===== src/rtl/recurrence_gen_if.sv =====
// Request/result bundle for recurrence_gen: index and seeds in, term and status out.
interface recurrence_gen_if #(
    parameter int BITS  = 32,
    parameter int ORDER = 2
);
    logic [BITS-1:0]       inp;
    logic                  ie;
    logic [ORDER*BITS-1:0] seeds;
    logic [BITS-1:0]       out;
    logic                  oe;
    logic                  busy;
    logic                  ovf;

    modport master (output inp, ie, seeds, input out, oe, busy, ovf);
    modport slave  (input inp, ie, seeds, output out, oe, busy, ovf);
endinterface


===== src/rtl/recurrence_gen.sv =====
// Term N of an order-ORDER additive recurrence with per-request seeds.
// IE restarts from any state; OVF is sticky for the current request.
module recurrence_gen #(
    parameter int BITS  = 32,
    parameter int ORDER = 2
) (
    input  logic           clk,
    input  logic           rst,
    recurrence_gen_if.slave bus
);
    typedef enum logic [1:0] {IDLE, RUN, DONE} state_t;

    state_t                    state, state_n;
    logic [ORDER-1:0][BITS-1:0] win;
    logic [BITS-1:0]           cnt;
    logic [BITS-1:0]           n_lat;
    logic [BITS-1:0]           seed_sel;
    logic [BITS-1:0]           out_r;
    logic                      oe_r;
    logic                      ovf_r;
    logic [BITS+1:0]           sum;
    logic                      req_run;

    generate
        if (ORDER < 2 || ORDER > 4) begin : g_bad_order
            $error("recurrence_gen: ORDER must be in 2..4");
        end
    endgenerate

    assign req_run = (bus.inp >= BITS'(ORDER));

    // win[0] is the oldest term; two guard bits cover a sum of up to four terms.
    always_comb begin
        sum = '0;
        for (int i = 0; i < ORDER; i++)
            sum = sum + (BITS+2)'(win[i]);
    end

    always_comb begin
        seed_sel = '0;
        for (int i = 0; i < ORDER; i++)
            if (n_lat == BITS'(i))
                seed_sel = win[i];
    end

    always_ff @(posedge clk or posedge rst) begin
        if (rst) state <= IDLE;
        else     state <= state_n;
    end

    always_comb begin
        state_n = state;
        if (bus.ie)
            state_n = req_run ? RUN : DONE;
        else if (state == RUN && cnt == BITS'(1))
            state_n = DONE;
    end

    always_ff @(posedge clk or posedge rst) begin
        if (rst) begin
            win   <= '0;
            cnt   <= '0;
            n_lat <= '0;
            out_r <= '0;
            oe_r  <= 1'b0;
            ovf_r <= 1'b0;
        end else if (bus.ie) begin
            for (int i = 0; i < ORDER; i++)
                win[i] <= bus.seeds[i*BITS +: BITS];
            n_lat <= bus.inp;
            cnt   <= req_run ? bus.inp - BITS'(ORDER - 1) : '0;
            oe_r  <= 1'b0;
            ovf_r <= 1'b0;
        end else begin
            case (state)
                RUN: begin
                    for (int i = 0; i < ORDER - 1; i++)
                        win[i] <= win[i+1];
                    win[ORDER-1] <= sum[BITS-1:0];
                    ovf_r <= ovf_r | (|sum[BITS+1:BITS]);
                    cnt   <= cnt - BITS'(1);
                    if (cnt == BITS'(1)) begin
                        out_r <= sum[BITS-1:0];
                        oe_r  <= 1'b1;
                    end
                end
                // DONE with OE low only follows a request with N < ORDER.
                DONE: begin
                    if (!oe_r) begin
                        out_r <= seed_sel;
                        oe_r  <= 1'b1;
                    end
                end
                default: oe_r <= 1'b0;
            endcase
        end
    end

    assign bus.out  = out_r;
    assign bus.oe   = oe_r;
    assign bus.ovf  = ovf_r;
    assign bus.busy = (state == RUN);
endmodule


===== src/flat_wrapper.sv =====
// flat-port wrapper written by rule: the top's interface ports become plain ports
module recurrence_gen_flat 
#(
    parameter int BITS  = 32,
    parameter int ORDER = 2
)
  (clk, rst, bus_inp, bus_ie, bus_seeds, bus_out, bus_oe, bus_busy, bus_ovf);
  recurrence_gen_if #(.BITS(BITS), .ORDER(ORDER)) bus_i ();
  input  logic clk;
  input  logic rst;
  input wire logic [$bits(bus_i.inp)-1:0] bus_inp;
  input wire logic [$bits(bus_i.ie)-1:0] bus_ie;
  input wire logic [$bits(bus_i.seeds)-1:0] bus_seeds;
  output wire logic [$bits(bus_i.out)-1:0] bus_out;
  output wire logic [$bits(bus_i.oe)-1:0] bus_oe;
  output wire logic [$bits(bus_i.busy)-1:0] bus_busy;
  output wire logic [$bits(bus_i.ovf)-1:0] bus_ovf;
  assign bus_i.inp = bus_inp;
  assign bus_i.ie = bus_ie;
  assign bus_i.seeds = bus_seeds;
  assign bus_out = bus_i.out;
  assign bus_oe = bus_i.oe;
  assign bus_busy = bus_i.busy;
  assign bus_ovf = bus_i.ovf;
  recurrence_gen #(.BITS(BITS), .ORDER(ORDER)) u_core (.clk(clk), .rst(rst), .bus(bus_i));
endmodule

===== config.mk =====
export PLATFORM = sky130hd
export DESIGN_NAME = recurrence_gen_flat
export DESIGN_NICKNAME = d
export VERILOG_FILES = /design/src/rtl/recurrence_gen_if.sv /design/src/rtl/recurrence_gen.sv /design/src/flat_wrapper.sv
export SDC_FILE = /design/constraint.sdc
export NUM_CORES = 1
export LEC_CHECK = 0
export ABC_AREA = 0
export BUFFER_PORTS_ARGS = -buffer_cell sky130_fd_sc_hd__buf_2
export CORE_UTILIZATION = 52
export CTS_CLUSTER_DIAMETER = 30
export DETAILED_ROUTE_END_ITERATION = 6
export PLACE_DENSITY = 0.8
export SYNTH_ARGS = -nofsm -noshare
export SYNTH_HDL_FRONTEND = slang
export SYNTH_SLANG_ARGS = --single-unit

===== constraint.sdc =====
create_clock -name clk -period 16.45 [get_ports clk]
set_clock_uncertainty 0.2 [all_clocks]
set_input_delay 2.4675 -clock clk [delete_from_list [all_inputs] [get_ports clk]]
set_output_delay 2.4675 -clock clk [all_outputs]
set_load 0.01 [all_outputs]

# After elaboration in Yosys (flattened, before gate mapping)
# Index checks and enable logic that the tools add are counted.
# totals
register_bits	164
input_bits	99
out_inout_bits	35
word_cells	46
# op_classes
add_sub_neg	3
n_lt_le_gt_ge	1
n_eq_ne	7
muxes	18
n_bitwise	2
reduce_logical	7
# ops
cell	count
$mux W32	7
$mux W64	2
$eq A32 B1 Y1 const B	2
$pmux W32 S2	1
$sub A32 B1 Y32 const B	2
$add A32 B32 Y33	1
$ge A32 B2 Y1 const B	1
$logic_not A32 Y1	1
$mux W2	3
$reduce_bool A2 Y1	3
$mux W1	4
$reduce_and A4 Y1	1
$ne A3 B2 Y1 const B	1
$eq A2 B1 Y1 const B	1
$eq A2 B2 Y1 const B	1
$ne A2 B1 Y1 const B	1
$ne A2 B2 Y1 const B	1
$pmux W1 S2	1
$reduce_or A2 Y1	1
$logic_and A1 B1 Y1	1
$not A1 Y1	1
$or A1 B1 Y1	1

# Depth between registers and ports, before layout
# depth
ltp_word	5
depth_mapped	12
depth_no_buf	10

# Least setup slack after synthesis
# Ideal clock, no wire load.
# synth_timing
path_kind	input to register
startpoint	in bus_inp[0]
endpoint	reg u_core.cnt[16]
setup_ps	127
arrival_time_ps	4429
required_ps	16123
setup_slack_ps	11694
stages	9
cell_sequence	inv_1 ha_1 or4b_1 or3_4 or3_1 xor2_1 or2_1 a21oi_1 o2bb2a_1
# synth_between
elab_chain_len	3
# synth_rtl
item	line_no	text
from (decl)	flat_wrapper.sv:11	input wire logic [$bits(bus_i.inp)-1:0] bus_inp;
$sub A32 B1 Y32 or $ge A32 B2 Y1 (tied branches)	recurrence_gen.sv:71, recurrence_gen.sv:30	
$mux W32 *	recurrence_gen.sv:71	cnt <= req_run ? bus.inp - BITS'(ORDER - 1) : '0;
$mux W32 *	recurrence_gen.sv:67	end else if (bus.ie) begin
to (signal assigned)	recurrence_gen.sv:71	
to (signal assigned)	recurrence_gen.sv:81	cnt <= cnt - BITS'(1);
to (decl)	recurrence_gen.sv:15	logic [BITS-1:0] cnt;
# Mark *: on every way between the ends. The rest lies on a longest branch, timed or not.
# A chain may end at the register's enable or synchronous reset.

# Final worst setup path
# layout_timing
startpoint	in bus_inp[15]
endpoint	reg u_core.cnt[15]
# The elaborated chain is that of the path after synthesis.

==> results.py <==
metrics = {
    "outcome": {
        "status": "finished clean",
    },
    "die": {
        "initial_core_util": 0.539,
        "die_h_um": 145,
        "die_w_um": 145,
        "core_area_um2": 19700,
        "rows": 51,
        "ios": 134,
        "dieArea_um2": 21000,
    },
    "sta": {
        "hold_viol_final": 0,
        "layout_setup_ws_ns": 11.66,
        "finalSetupViolations": 0,
        "tns_ns": 0,
        "max_slew_margin": 0.224,
        "period_share": 0.291,
        "drv_slew": 0,
        "fmax_ghz": 0.209,
        "grt_setup_unrepaired": "false",
        "whs_ns": 0.278,
        "worstMarginPinSlew_ns": 1.16,
        "min_period_ns": 4.79,
    },
    "power_and_ir_drop": {
        "max-vdd-ir-drop_v": 0.0000907,
        "clock_power_share": 0.258,
        "cellPowerDensity_nw_per_um2": 124,
        "leakagePower_nw": 5.26,
        "sw_frac_of_total": 0.377,
        "p_seq_frac": 0.374,
        "power_frac_comb": 0.367,
        "p_switching_w": 0.000562,
        "cellInternalPower_w": 0.000929,
    },
    "critical_path": {
        "max_stage_delay_ns": 0.57,
        "cp_common_cell": "nor2_1",
        "crit_arrival_ns": 4.90,
        "critical_path.startpoint_type": "primary input",
        "cp_max_fo": 41,
        "r2r_slack_ns": 12.53,
        "crit_required_ns": 16.57,
        "crit_chain": "buf_2 > or4_4 > nor4_2 > nand4_1 > o21ai_2 > buf_4 > nor2_1 > a31oi_1 > nor2_1 > o22a_1",
        "crit_buf_inv": 2,
        "cp_top_family": "simple AND/OR/NAND/NOR gates",
        "crit_slowest_cell": "or4_4",
        "path_class": "primary input to flip-flop",
        "cp-end-kind": "flip-flop",
    },
    "clock_network": {
        "postCtsHoldBufs": 0,
        "cts_tree": "done",
        "cts_buffers": 17,
        "clk_latency_ns": 0.43,
        "cts_max_level": 4,
        "cts_resized": 0,
        "clockRootBuffer": "clkbuf_16",
        "cts_setup_buffers": 0,
        "cts.clk_slew.worst_paths_ns": 0.06,
        "cts_max_path_buffers": 2,
        "cts.sinks": 164,
    },
    "drt": {
        "vias_per_cell": 6.20,
        "drc": 0,
        "drt-initial-drc-count": 945,
        "firstDrtPassIters": 6,
        "vias": 9604,
        "postRouteAntennaNets": 0,
        "wirelength_um": 28600,
        "wire_per_inst_um": 18.5,
    },
    "final_layout": {
        "drive_gt1_frac": 0.188,
        "diodes": 0,
        "register_area_um2": 4110,
        "layout.nets": 1409,
        "fin_util": 0.608,
        "n_fill_cell": 1685,
        "syn2layout_area_growth_pct": 12.8,
        "multi_input_area_um2": 6140,
    },
    "synth": {
        "avgSynthCellArea_um2": 9.02,
        "syn_nets": 1316,
        "yosysTopAreaCell": "dfrtp_1",
        "synth_top_family_by_area": "compound AO/OA/AOI/OAI gates",
        "synth.area.top_cells": "dfrtp_1 39%, mux2i_1 5.9%, mux2_2 4.6%",
        "synth_ff_type": "dfrtp_1",
        "synth_area_um2": 10600,
        "netlist_instances": 1178,
        "synth-edff-count": 0,
        "synth-adder-area-share": 0.0466,
        "ys_seq_elements": 164,
        "ys_seq_area_frac": 0.386,
        "synthMuxAreaShare": 0.105,
        "yosys.area.top_type_share": 0.386,
        "synth-xor-area-share": 0.0552,
        "ys_warn_count": 0,
        "synth_compound_area_frac": 0.189,
        "async_reset_ff_frac": 1.00,
        "yosys.area_share.simple": 0.181,
        "synth_cell_types": 76,
    },
    "global_routing": {
        "antenna_found_initial": 2,
        "grt_max_degree": 89,
        "first_global_vias": 9357,
        "grt-ovfl-total": 0,
        "grtUsageTotal": 0.277,
        "grt_pass1_wl_um": 47100,
    },
    "place": {
        "dp_hpwl_um": 19600,
        "place_worst_setup_slack_ns": 11.24,
        "gp_congestion": 0.934,
        "portBuffers": 133,
    },
    "job": {
        "drv_cap": 0,
    },
    "worst_hold_path": {
        "min_path_type": "flip-flop to flip-flop",
    },
}
[synth_stat cells, types with 25 or more instances]
cell / count
a21oi_1: 70
clkbuf_1: 47
dfrtp_1: 164
ha_1: 38
inv_1: 25
mux2_2: 43
mux2i_1: 63
nand2_1: 113
nor2_1: 113
nor3_1: 29
o21ai_0: 95
xnor2_1: 35
xor2_1: 32
[metal layers]
| layer | global-route usage | wire (um) | vias up |
|---|---|---|---|
| met4 | 0.116 | 672 | 2 |
| li1 | - | - | 4479 |
| met3 | 0.0525 | 2020 | 57 |
| met5 | 0 | 13 | - |
| met2 | 0.459 | 13800 | 426 |
| met1 | 0.355 | 12100 | 4640 |
[cell type report]
type | instances | share of cell area
multi-input combinational | 918 | 0.512
clock inverter | 14 | 0.0111
timing repair buffer | 142 | 0.0617
inverter | 28 | 0.00918
clock buffer | 18 | 0.0358
tap | 265 | 0.0277
sequential | 164 | 0.342
[flip-flops by register name, summed over array words and instances, names as in the netlist]
register,cells
u_core.bus.oe,1
u_core.bus.out,32
u_core.bus.ovf,1
u_core.cnt,32
u_core.n_lat,32
u_core.state,2
u_core.win,64
[power by group through the flow]
stage	clock network, W	registers, W	logic, W
floorplan	0	0.000561	0.000378
global placement	0	0.000557	0.000522
finish	0.000385	0.000558	0.000548
detailed placement	0	0.000563	0.000537
CTS	0.000388	0.000556	0.000542
global route	0.000406	0.000569	0.000605
[stage by stage]
step                      cell area [um2]  power, W  std cells
after floorplan                     10600  0.000939       1178
after global placement              11400   0.00108       1517
after detailed placement            11400   0.00110       1517
after CTS                           12000   0.00149       1549
after global routing                12000   0.00158       1549
final                               12000   0.00149       1549
[kinds of logic after synthesis]
family,count (synthesis)
flops,164
buf+inv,96
mux,106
fa+ha+maj,39
simple gates,388
xor+xnor,67
compound gates,318
[cell usage in the layout, fill, tap and decap left out, types with 4 or more instances in the layout]
cell type and count:
nand4b_1 6, a211oi_1 6, nand4_1 12, o221ai_1 4
nand3_1 21, clkbuf_16 17, buf_4 9, a211o_1 6
clkinvlp_4 6, inv_1 24, o22a_1 11, clkinv_4 4
or3_1 11, and3_1 16, nor2b_1 7, nor4_1 23
xnor2_1 35, a41oi_1 4, buf_2 132, o211ai_1 12
xor2_1 32, dfrtp_1 163, mux2i_1 63, a21o_1 15
nor3_1 29, nand2_1 113, o31ai_1 5, a31oi_1 22
nor2_1 113, mux2_2 43, nand2b_1 6, o21ai_0 95
o21a_1 17, and4_1 4, a21oi_1 70, ha_1 37
or4_4 4, o22ai_1 14
[worst reg2reg max path: cells and delay by family (launching register included)]
family          cells  cell delay [ns]
fa+ha+maj           1             0.33
simple gates        1             0.29
xor+xnor            1             0.18
compound gates      1             0.11
flops               1             0.38
buf+inv             4             2.29
[worst paths after layout]
check,depth (start not counted),from,end
worst max-delay path,10,bus_inp[15],u_core.cnt[15]$_DFFE_PP0P_
worst min-delay path,2,u_core.bus.out[15]$_DFFE_PP0P_,u_core.bus.out[15]$_DFFE_PP0P_
worst max register to register,8,u_core.state[1]$_DFFE_PP0P_,u_core.cnt[3]$_DFFE_PP0P_
worst min register to register,2,u_core.bus.out[15]$_DFFE_PP0P_,u_core.bus.out[15]$_DFFE_PP0P_
max in group asynchronous,3,rst,u_core.win[53]$_DFFE_PP0P_
min in group asynchronous,2,rst,u_core.n_lat[13]$_DFFE_PP0P_
(Power assumes the default switching activity.)
